<file path="src/rtl/multicycle_control_unit.sv">
// Multi-cycle sequencer for the KGP-miniRISC datapath: a FETCH/DECODE/EXEC/MEM/WB/BRANCH/HALT
// state machine with ready handshakes, a memory watchdog and a retired-instruction counter.
module multicycle_control_unit #(
    parameter int unsigned OPCODE_W    = 6,
    parameter int unsigned FUNC_W      = 6,
    parameter int unsigned HALT_OPCODE = 63,
    parameter int unsigned WAIT_LIMIT  = 16,
    parameter int unsigned CNT_W       = 32
) (
    input  logic                clk,
    input  logic                rst,
    input  logic [OPCODE_W-1:0] opcode,
    input  logic [FUNC_W-1:0]   func,
    input  logic                imem_ready,
    input  logic                dmem_ready,
    output logic                imem_enable,
    output logic                ir_write,
    output logic                pc_incr,
    output logic [1:0]          reg_write,
    output logic                imm_mux_ctrl,
    output logic                alu_mux_ctrl,
    output logic [3:0]          alu_op,
    output logic                dmem_enable,
    output logic                dmem_write_enable,
    output logic [1:0]          reg_write_mux_ctrl,
    output logic [4:0]          br_op,
    output logic [2:0]          state,
    output logic                halted,
    output logic                illegal_instr,
    output logic                mem_err,
    output logic [CNT_W-1:0]    instret
);

    localparam int unsigned WaitW = (WAIT_LIMIT > 1) ? $clog2(WAIT_LIMIT) : 1;

    typedef enum logic [2:0] {
        StFetch  = 3'd0,
        StDecode = 3'd1,
        StExec   = 3'd2,
        StMem    = 3'd3,
        StWb     = 3'd4,
        StBranch = 3'd5,
        StHalt   = 3'd7
    } state_e;

    typedef enum logic [1:0] {ClsAlu, ClsLoad, ClsStore, ClsBranch} cls_e;

    typedef struct packed {
        cls_e       cls;
        logic [3:0] alu_op;
        logic       imm_mux;
        logic       alu_mux;
        logic [1:0] reg_write;
        logic [1:0] wb_mux;
        logic [4:0] br_op;
    } dec_t;

    state_e           state_q, state_d;
    dec_t             dec_q, dec_d;
    logic             dec_halt, dec_illegal;
    logic [WaitW-1:0] wait_q, wait_d;
    logic [CNT_W-1:0] instret_q;
    logic             mem_err_q, mem_err_d;
    logic             illegal_q, illegal_d;
    logic             retire, timeout, drive_alu;
    logic [31:0]      op_ext, func_ext;

    assign op_ext   = 32'(opcode);
    assign func_ext = 32'(func);

    // Counter holds WAIT_LIMIT-1 during the last permitted stall cycle.
    assign timeout = (WAIT_LIMIT != 0) && (wait_q == WaitW'(WAIT_LIMIT - 1));

    always_comb begin
        dec_d       = '0;
        dec_halt    = 1'b0;
        dec_illegal = 1'b0;
        if (op_ext == HALT_OPCODE) begin
            dec_halt = 1'b1;
        end else begin
            case (op_ext)
                32'd0: begin
                    case (func_ext)
                        32'd0:   dec_d.alu_op = 4'd0;
                        32'd1:   dec_d.alu_op = 4'd1;
                        default: dec_illegal = 1'b1;
                    endcase
                end
                32'd1: begin
                    dec_d.alu_mux = 1'b1;
                    case (func_ext)
                        32'd0:   dec_d.alu_op = 4'd0;
                        32'd1:   dec_d.alu_op = 4'd1;
                        default: dec_illegal = 1'b1;
                    endcase
                end
                32'd10: begin
                    case (func_ext)
                        32'd0:   dec_d.alu_op = 4'd2;
                        32'd1:   dec_d.alu_op = 4'd3;
                        default: dec_illegal = 1'b1;
                    endcase
                end
                32'd20: begin
                    case (func_ext)
                        32'd0:   dec_d.alu_op = 4'd4;
                        32'd1:   dec_d.alu_op = 4'd5;
                        32'd2:   dec_d.alu_op = 4'd6;
                        default: dec_illegal = 1'b1;
                    endcase
                end
                32'd21: begin
                    case (func_ext)
                        32'd0:   dec_d.alu_op = 4'd12;
                        32'd1:   dec_d.alu_op = 4'd13;
                        32'd2:   dec_d.alu_op = 4'd14;
                        default: dec_illegal = 1'b1;
                    endcase
                end
                32'd50: dec_d.alu_op = 4'd7;
                32'd30: begin
                    dec_d.cls       = ClsLoad;
                    dec_d.imm_mux   = 1'b1;
                    dec_d.alu_mux   = 1'b1;
                    dec_d.reg_write = 2'b10;
                    dec_d.wb_mux    = 2'd1;
                end
                32'd31: begin
                    dec_d.cls     = ClsStore;
                    dec_d.imm_mux = 1'b1;
                    dec_d.alu_mux = 1'b1;
                end
                32'd40: begin dec_d.cls = ClsBranch; dec_d.br_op = 5'b00001; end
                32'd41: begin
                    dec_d.cls       = ClsBranch;
                    dec_d.br_op     = 5'b00101;
                    dec_d.reg_write = 2'b11;
                end
                32'd42: begin dec_d.cls = ClsBranch; dec_d.br_op = 5'b00100; end
                32'd43: begin dec_d.cls = ClsBranch; dec_d.br_op = 5'b01100; end
                32'd44: begin dec_d.cls = ClsBranch; dec_d.br_op = 5'b00010; end
                32'd45: begin dec_d.cls = ClsBranch; dec_d.br_op = 5'b00011; end
                32'd46: begin dec_d.cls = ClsBranch; dec_d.br_op = 5'b01011; end
                32'd47: begin dec_d.cls = ClsBranch; dec_d.br_op = 5'b10011; end
                default: dec_illegal = 1'b1;
            endcase
            if (dec_d.cls == ClsAlu) begin
                dec_d.reg_write = 2'b01;
                dec_d.wb_mux    = 2'd2;
            end
        end
    end

    always_comb begin
        state_d            = state_q;
        wait_d             = '0;
        mem_err_d          = mem_err_q;
        illegal_d          = illegal_q;
        retire             = 1'b0;
        drive_alu          = 1'b0;
        imem_enable        = 1'b0;
        ir_write           = 1'b0;
        pc_incr            = 1'b0;
        reg_write          = 2'b00;
        imm_mux_ctrl       = 1'b0;
        alu_mux_ctrl       = 1'b0;
        alu_op             = 4'd0;
        dmem_enable        = 1'b0;
        dmem_write_enable  = 1'b0;
        reg_write_mux_ctrl = 2'd0;
        br_op              = 5'd0;
        halted             = 1'b0;

        unique case (state_q)
            StFetch: begin
                imem_enable = 1'b1;
                if (imem_ready) begin
                    ir_write = 1'b1;
                    pc_incr  = 1'b1;
                    state_d  = StDecode;
                end else if (timeout) begin
                    mem_err_d = 1'b1;
                    state_d   = StHalt;
                end else begin
                    wait_d = wait_q + WaitW'(1);
                end
            end
            StDecode: begin
                if (dec_halt) begin
                    state_d = StHalt;
                end else if (dec_illegal) begin
                    illegal_d = 1'b1;
                    state_d   = StHalt;
                end else if (dec_d.cls == ClsBranch) begin
                    state_d = StBranch;
                end else begin
                    state_d = StExec;
                end
            end
            StExec: begin
                drive_alu = 1'b1;
                state_d   = (dec_q.cls == ClsAlu) ? StWb : StMem;
            end
            StMem: begin
                drive_alu         = 1'b1;
                dmem_enable       = 1'b1;
                dmem_write_enable = (dec_q.cls == ClsStore);
                if (dmem_ready) begin
                    if (dec_q.cls == ClsStore) begin
                        retire  = 1'b1;
                        state_d = StFetch;
                    end else begin
                        state_d = StWb;
                    end
                end else if (timeout) begin
                    mem_err_d = 1'b1;
                    state_d   = StHalt;
                end else begin
                    wait_d = wait_q + WaitW'(1);
                end
            end
            StWb: begin
                drive_alu          = 1'b1;
                reg_write          = dec_q.reg_write;
                reg_write_mux_ctrl = dec_q.wb_mux;
                retire             = 1'b1;
                state_d            = StFetch;
            end
            StBranch: begin
                br_op     = dec_q.br_op;
                reg_write = dec_q.reg_write;
                retire    = 1'b1;
                state_d   = StFetch;
            end
            StHalt: halted = 1'b1;
            default: state_d = StFetch;
        endcase

        if (drive_alu) begin
            alu_op       = dec_q.alu_op;
            imm_mux_ctrl = dec_q.imm_mux;
            alu_mux_ctrl = dec_q.alu_mux;
        end

        // The reset state is FETCH, but no request may leave while rst is held.
        if (rst) begin
            imem_enable = 1'b0;
            ir_write    = 1'b0;
            pc_incr     = 1'b0;
        end
    end

    always_ff @(posedge clk or posedge rst) begin
        if (rst) begin
            state_q   <= StFetch;
            wait_q    <= '0;
            dec_q     <= '0;
            instret_q <= '0;
            mem_err_q <= 1'b0;
            illegal_q <= 1'b0;
        end else begin
            state_q   <= state_d;
            wait_q    <= wait_d;
            mem_err_q <= mem_err_d;
            illegal_q <= illegal_d;
            if (state_q == StDecode) begin
                dec_q <= dec_d;
            end
            if (retire) begin
                instret_q <= instret_q + CNT_W'(1);
            end
        end
    end

    assign state         = state_q;
    assign instret       = instret_q;
    assign mem_err       = mem_err_q;
    assign illegal_instr = illegal_q;

endmodule

</file>
<file path="config.mk">
export PLATFORM = sky130hd
export DESIGN_NAME = multicycle_control_unit
export DESIGN_NICKNAME = d
export VERILOG_FILES = /design/src/rtl/multicycle_control_unit.sv
export SDC_FILE = /design/constraint.sdc
export NUM_CORES = 1
export LEC_CHECK = 0
export ABC_AREA = 1
export CORE_MARGIN = 1.5
export CORE_UTILIZATION = 48
export CTS_BUF_LIST = sky130_fd_sc_hd__clkbuf_4
export DETAILED_ROUTE_END_ITERATION = 12
export PLACE_DENSITY = 0.87
export REMOVE_ABC_BUFFERS = 1
export SLEW_MARGIN = 20
export SYNTH_ARGS = -nofsm -noshare
export SYNTH_HDL_FRONTEND = slang
export SYNTH_SLANG_ARGS = --single-unit
</file>
<file path="constraint.sdc">
create_clock -name clk -period 1.8 [get_ports clk]
set_input_delay 0.36 -clock clk [delete_from_list [all_inputs] [get_ports clk]]
set_output_delay 0.36 -clock clk [all_outputs]
set_load 0.005 [all_outputs]
</file>
==> impl_metrics.ini, run 1 <==
[run_status]
status = finished, violations left
failed_checks = setup timing

[clock_network]
clock_sinks = 58
clock_tree.htree_level_count = 3
post_cts_hold_buffer_count = 0
path_clk_slew_ps = 100
cts_tree = built
bufs_on_longest_clock_path = 2
cts_buffers = 9
clk-insertion-delay-late_ps = 420
clockRootBuffer = clkbuf_4

[yosys]
postSynth.topFlopCell = dfrtp_1
postSynthAreaPerCell_um2 = 6.68
synth_async_sr_flop_share_pct = 100
number_of_enable_type_register_cells_in_the_synthesized_netlist = 0
share_of_the_synthesized_netlist_area_taken_by_xor_and_xnor_gates_pct = 3.91
synth.distinct_cells = 33
netlist_instances = 537
synth_compound_gate_area_share_pct = 5.54
synth_area_um2 = 3590
seq_area_frac_synth_pct = 40.4
synth.ff_latch_count = 58
post_synth_and_or_nand_nor_area_fraction_pct = 39.8
mux_contribution_to_synthesized_area_pct = 0.314
combinational_family_with_the_most_area_after_synthesis = simple AND/OR/NAND/NOR gates
synth_adder_area_share_pct = 0.697
synth_warnings = 0

[global_route]
antenna_found_initial = 0
grt_max_degree = 59
grt_util_all_layers_pct = 27.5
first_global_vias = 3835
grt.overflow.total = 0
grt_first_pass_wirelength_um = 16700

[setup_path]
worst-path-max-fanout = 4
arrival_ps = 1680
r2r_end = instret[12]
setup.worst_path.start_class = flop
crit_reg_reg_startpoint = state[1]
worstSetupStartpoint = state[1]
worstPathRequired_ps = 1440
worst_setup_path_end_kind = primary output
worst_r2r_path_depth = 12
critPathCapture = alu_op[0]
rrSetupSlack_ps = -170
crit_path_class = reg -> out

[hold_path]
worst_hold_path_type = in -> async

[sta]
tightest_slew_margin_relative_to_the_limit_pct = 70.9
layout_min_cycle_time_ps = 2040
timing_max_transition_violations_final = 0
final-setup-viol-count = 51
max_freq_mhz = 490
worst_pin_slew_ps = 435
setup_ws_ps = -241
worst_hold_margin_ps = 470
finalCritPeriodShare_pct = 113
timing.clock.skew_ps = 12.4
hold_viol_final = 0
rsz0062_at_grt = yes

[die]
initial_core_util_pct = 49.5
floorplan.die_area_um2 = 8000
io_pins = 74
coreArea_um2 = 7250
die_h_um = 89.5
floorplan.die.width_um = 89.5
core.rowCount = 31

[layout]
insertedDiodeCount = 0
stdcell_count = 786
final_layout_size_suffix_gt1_share_pct = 25.5
mostFrequentLayoutCell = nand2_1
area_growth_pct = 48.6
finalCoreUtilization_pct = 73.5
mostFrequentLayoutCells = 190 x nand2_1, 64 x inv_1, 63 x nor2_1
finalNetCount = 700

[route]
firstDrtPassIters = 7
dr_vias = 4187
drc = 0
final_antenna_net_count = 0
wl_per_cell_um = 15.0
vias_per_std_cell = 5.33
wl_um = 11800
drtIter0Drc = 352

[pwr]
total_power_mw = 2.28
power_per_cell_area_nw_per_um2 = 427
vdd_drop_max_mv = 0.283
static_leakage_power_nw = 2.66

[placement]
place_congestion = 0.959
place.detailed.hpwl_um = 7290
port_buffers = 73
number_of_cells_in_the_design_after_placement = 743
placement.setup.worst_slack_ps = -217

[job]
cap_viol_max_count = 0
## state kept, by name, summed over array words and instances (netlist names)
register / flops
instret: 32
dec_q: 17
wait_q: 4
state: 3
illegal_instr: 1
mem_err: 1
## layer usage
layer | up-vias | track usage, % | share of wire (%) | wire length (um)
met5 | - | 0 | 0 | 0
met4 | 0 | 13.1 | 4.5 | 533
met1 | 1935 | 31.4 | 37 | 4370
li1 | 1967 | - | - | -
met3 | 50 | 5.91 | 7.9 | 935
met2 | 235 | 48.9 | 50 | 5940
## repair_timing
item                       CTS  global route
gates cloned                 0             6
setup buffers               13             8
resized for setup          118            67
pin swaps                   12            15
setup endpoints to repair   24            73
## logic make-up (layout without fill, tap and decap cells)
kind of cell,Yosys count,count (layout)
and+or+nand+nor,344,344
buffers and inverters,82,232
DFF,58,58
AOI/OAI and AO/OA,34,34
xor gates and xnor gates,16,16
adders and majority gates,2,2
muxes,1,1
## synthesized netlist by cell type, types with 3 or more instances
| cell type | instances | area (um2) |
|---|---|---|
| buf_2 | 3 | 15.0 |
| buf_4 | 4 | 30.0 |
| dfrtp_1 | 58 | 1450 |
| inv_1 | 70 | 263 |
| nand2_1 | 200 | 751 |
| nand3_1 | 28 | 140 |
| nand3b_1 | 8 | 60.1 |
| nand4_1 | 6 | 37.5 |
| nor2_1 | 79 | 297 |
| nor3_1 | 16 | 80.1 |
| o21ai_0 | 20 | 100 |
| xnor2_1 | 8 | 70.1 |
| xor2_1 | 8 | 70.1 |
## final cells by class
type	instances	area, um2
Clock buffer	12	90.1
Clock inverter	4	18.8
Fill cell	532	1920
Inverter	72	283
Multi-Input combinational cell	397	1990
Sequential cell	58	1480
Tap cell	99	124
Timing Repair Buffer	144	1350
## how the worst min path moves through the flow
stage | startpoint | endpoint | slack (ps) | cells after the start
5_1_grt | rst | mem_err | 530 | 4
4_1_cts | illegal_instr | illegal_instr | 480 | 1
6_report | rst | mem_err | 470 | 4
2_1_floorplan | dec_q[12] | dec_q[12] | 450 | 2
3_3_place_gp | illegal_instr | illegal_instr | 450 | 1
3_5_place_dp | illegal_instr | illegal_instr | 450 | 1
## per-stage QoR
| stage | TNS, ps | cell area, um2 |
|---|---|---|
| 4_1_cts | -1790 | 4980 |
| 6_report | -7200 | 5330 |
| 2_1_floorplan | -7020 | 3520 |
| 3_5_place_dp | -1120 | 4750 |
| 5_1_grt | -10560 | 5330 |
| 3_3_place_gp | -674 | 4750 |
## critical path, cell delays in order (launching register included)
cell	delay, ps
dfrtp_2	470
buf_6	130
inv_4	30
buf_6	110
o21a_4	200
buf_6	130
nor2_4	80
buf_2	100
## power by group
part	total, mW	switching, mW	internal [mW]
logic	0.162	0.0875	0.0746
registers	1.30	0.000735	1.30
clock network	0.812	0.493	0.320
Power figures use the tool's default switching activity.
==> inputs of run 2 (changes only) <==
Settings changed: REMOVE_ABC_BUFFERS 1 to unset, SETUP_SLACK_MARGIN set to 0.2.
==> run 2 against run 1 <==
Worst setup slack gained 28 ps. The run still ends with setup timing left. Sequential power barely moved. Register-to-register slack got worse by 40 ps. Clock-buffer cell count decreased by 3. Via count rose by 5.5%. Critical path depth up 1. Largest power group unchanged. Highest routed layer unchanged. Clock power increased by 34%.
==> impl_metrics.ini, run 2 (synthesis gave the netlist of run 1 again) <==
[sta]
hold_viol_final = 0
rsz0062_at_grt = yes
timing.clock.skew_ps = 22.7
tightest_slew_margin_relative_to_the_limit_pct = 71.3
worst_hold_margin_ps = 490
timing_max_transition_violations_final = 0
worst_pin_slew_ps = 429
final-setup-viol-count = 60
setup_ws_ps = -212
layout_min_cycle_time_ps = 2010
finalCritPeriodShare_pct = 112
max_freq_mhz = 497

[die]
coreArea_um2 = 7250
die_h_um = 89.5
floorplan.die.width_um = 89.5
core.rowCount = 31
floorplan.die_area_um2 = 8000
io_pins = 74
initial_core_util_pct = 49.5

[setup_path]
cp.buffers_inverters = 5
crit_chain = buf_6 -> buf_6 -> nand2_4 -> nor2_4 -> buf_6 -> inv_4 -> nor3_4 -> buf_2
crit_reg_reg_startpoint = state[1]
slowest_stage = dfrtp_2
worst_r2r_path_depth = 14
crit_path_class = reg -> out
worst_setup_path_end_kind = primary output
arrival_ps = 1650
critical_path_depth = 8
worst-path-max-fanout = 3
worstPathRequired_ps = 1440
critPathCapture = dmem_write_enable
setup.worst_path.start_class = flop
timing.critical_path.max_delay_family = buffers and inverters
r2r_end = instret[29]
worstSetupStartpoint = state[1]
rrSetupSlack_ps = -210
cpMostUsedCell = buf_6
critPathMaxStageDelay_ps = 430

[route]
dr_vias = 4419
vias_per_std_cell = 5.39
drtIter0Drc = 292
drc = 0
wl_um = 13100
final_antenna_net_count = 0
wl_per_cell_um = 16.0
firstDrtPassIters = 5

[clock_network]
clock_sinks = 58
cts_buffers = 9
path_clk_slew_ps = 120
bufs_on_longest_clock_path = 2
clockRootBuffer = clkbuf_4
clk-insertion-delay-late_ps = 430
clock_tree.htree_level_count = 3
cts_tree = built
post_cts_hold_buffer_count = 0

[placement]
port_buffers = 73
dpl-instance-area_um2 = 4740
number_of_cells_in_the_design_after_placement = 741
place.detailed.hpwl_um = 7280
place_congestion = 0.940

[global_route]
grt_first_pass_wirelength_um = 19100
antenna_found_initial = 0
grt_util_all_layers_pct = 31.5
grt.overflow.total = 0
grt_max_degree = 59
first_global_vias = 4212

[yosys]
synth.net_count = 555

[layout]
filler_cell_count = 507
final_layout_size_suffix_gt1_share_pct = 30.5
area_growth_pct = 59.6
stdcell_count = 820
finalNetCount = 734
layout.cell_area.non_filler_um2 = 5730
finalCoreUtilization_pct = 79.0
mostFrequentLayoutCells = 181 x nand2_1, 71 x buf_4, 61 x inv_1
largest_register_ffs = 32
insertedDiodeCount = 0
mostFrequentLayoutCell = nand2_1

[run_status]
failed_checks = setup timing
status = finished, violations left

[pwr]
static_leakage_power_nw = 2.97
power_per_cell_area_nw_per_um2 = 448
vdd_drop_max_mv = 0.364
total_power_mw = 2.56

[job]
cap_viol_max_count = 0

[hold_path]
worst_hold_path_type = in -> async
## run 2: cell count changes in the layout (fill, tap and decap cells not counted), moves of 4 or more
cell | previous run | this run
nor2_1 | 63 | 59
dlygate4sd2_1 | 0 | 33
clkdlybuf4s50_1 | 48 | 15
nand2_1 | 190 | 181
clkbuf_16 | 5 | 0
buf_6 | 13 | 28
buf_4 | 49 | 71
nand2_2 | 7 | 16
nor2_4 | 11 | 15
dfrtp_1 | 39 | 49
dfrtp_2 | 19 | 9
buf_16 | 0 | 4
## run 2: area by class of cell
type | count | area, um2 | share of cell area (%)
multi-input cells | 397 | 2080 | 36.4
repair buffers | 178 | 1620 | 28.2
flip-flops and latches | 58 | 1460 | 25.5
inverters | 72 | 289 | 5.05
well taps | 99 | 124 | 2.16
clock inverters | 7 | 83.8 | 1.46
clock buffers | 9 | 67.6 | 1.18
## run 2: worst min-delay path by stage
stage                  startpoint            end  cells after the start
global placement    illegal_instr  illegal_instr                      1
CTS                 illegal_instr  illegal_instr                      1
detailed placement  illegal_instr  illegal_instr                      1
finish                        rst      dec_q[13]                      4
global route        illegal_instr  illegal_instr                      1
floorplan                     rst       dec_q[0]                      1
## run 2: routing by layer
metal	GRT usage (%)	vias up	part of all wire, %
met5	0	-	0
met3	6.46	75	7.7
li1	-	2034	-
met4	19.3	0	6.3
met2	55.6	266	50
met1	34.7	2044	36
## run 2: what timing repair did
action,4_1_cts,5_1_grt
cloned,4,0
endpoints found under the setup margin,81,67
resized for setup,202,67
setup buffers,50,9
pin swaps,31,17
## run 2: tightest hold or removal path: cells and delay by family
family | cells | cell delay (ps)
buf+inv | 4 | 960
## run 2: report_power, final
part / switching (mW) / internal, mW
registers: 0.000640 / 1.30
logic: 0.0910 / 0.0730
clock network: 0.547 / 0.547
## run 2: metrics by stage
stage	worst slack [ps]	setup TNS, ps
after floorplan	264	0
after global placement	-211	-721
after detailed placement	-265	-1360
after CTS	-162	-2800
after global routing	-250	-9870
final	-212	-7580
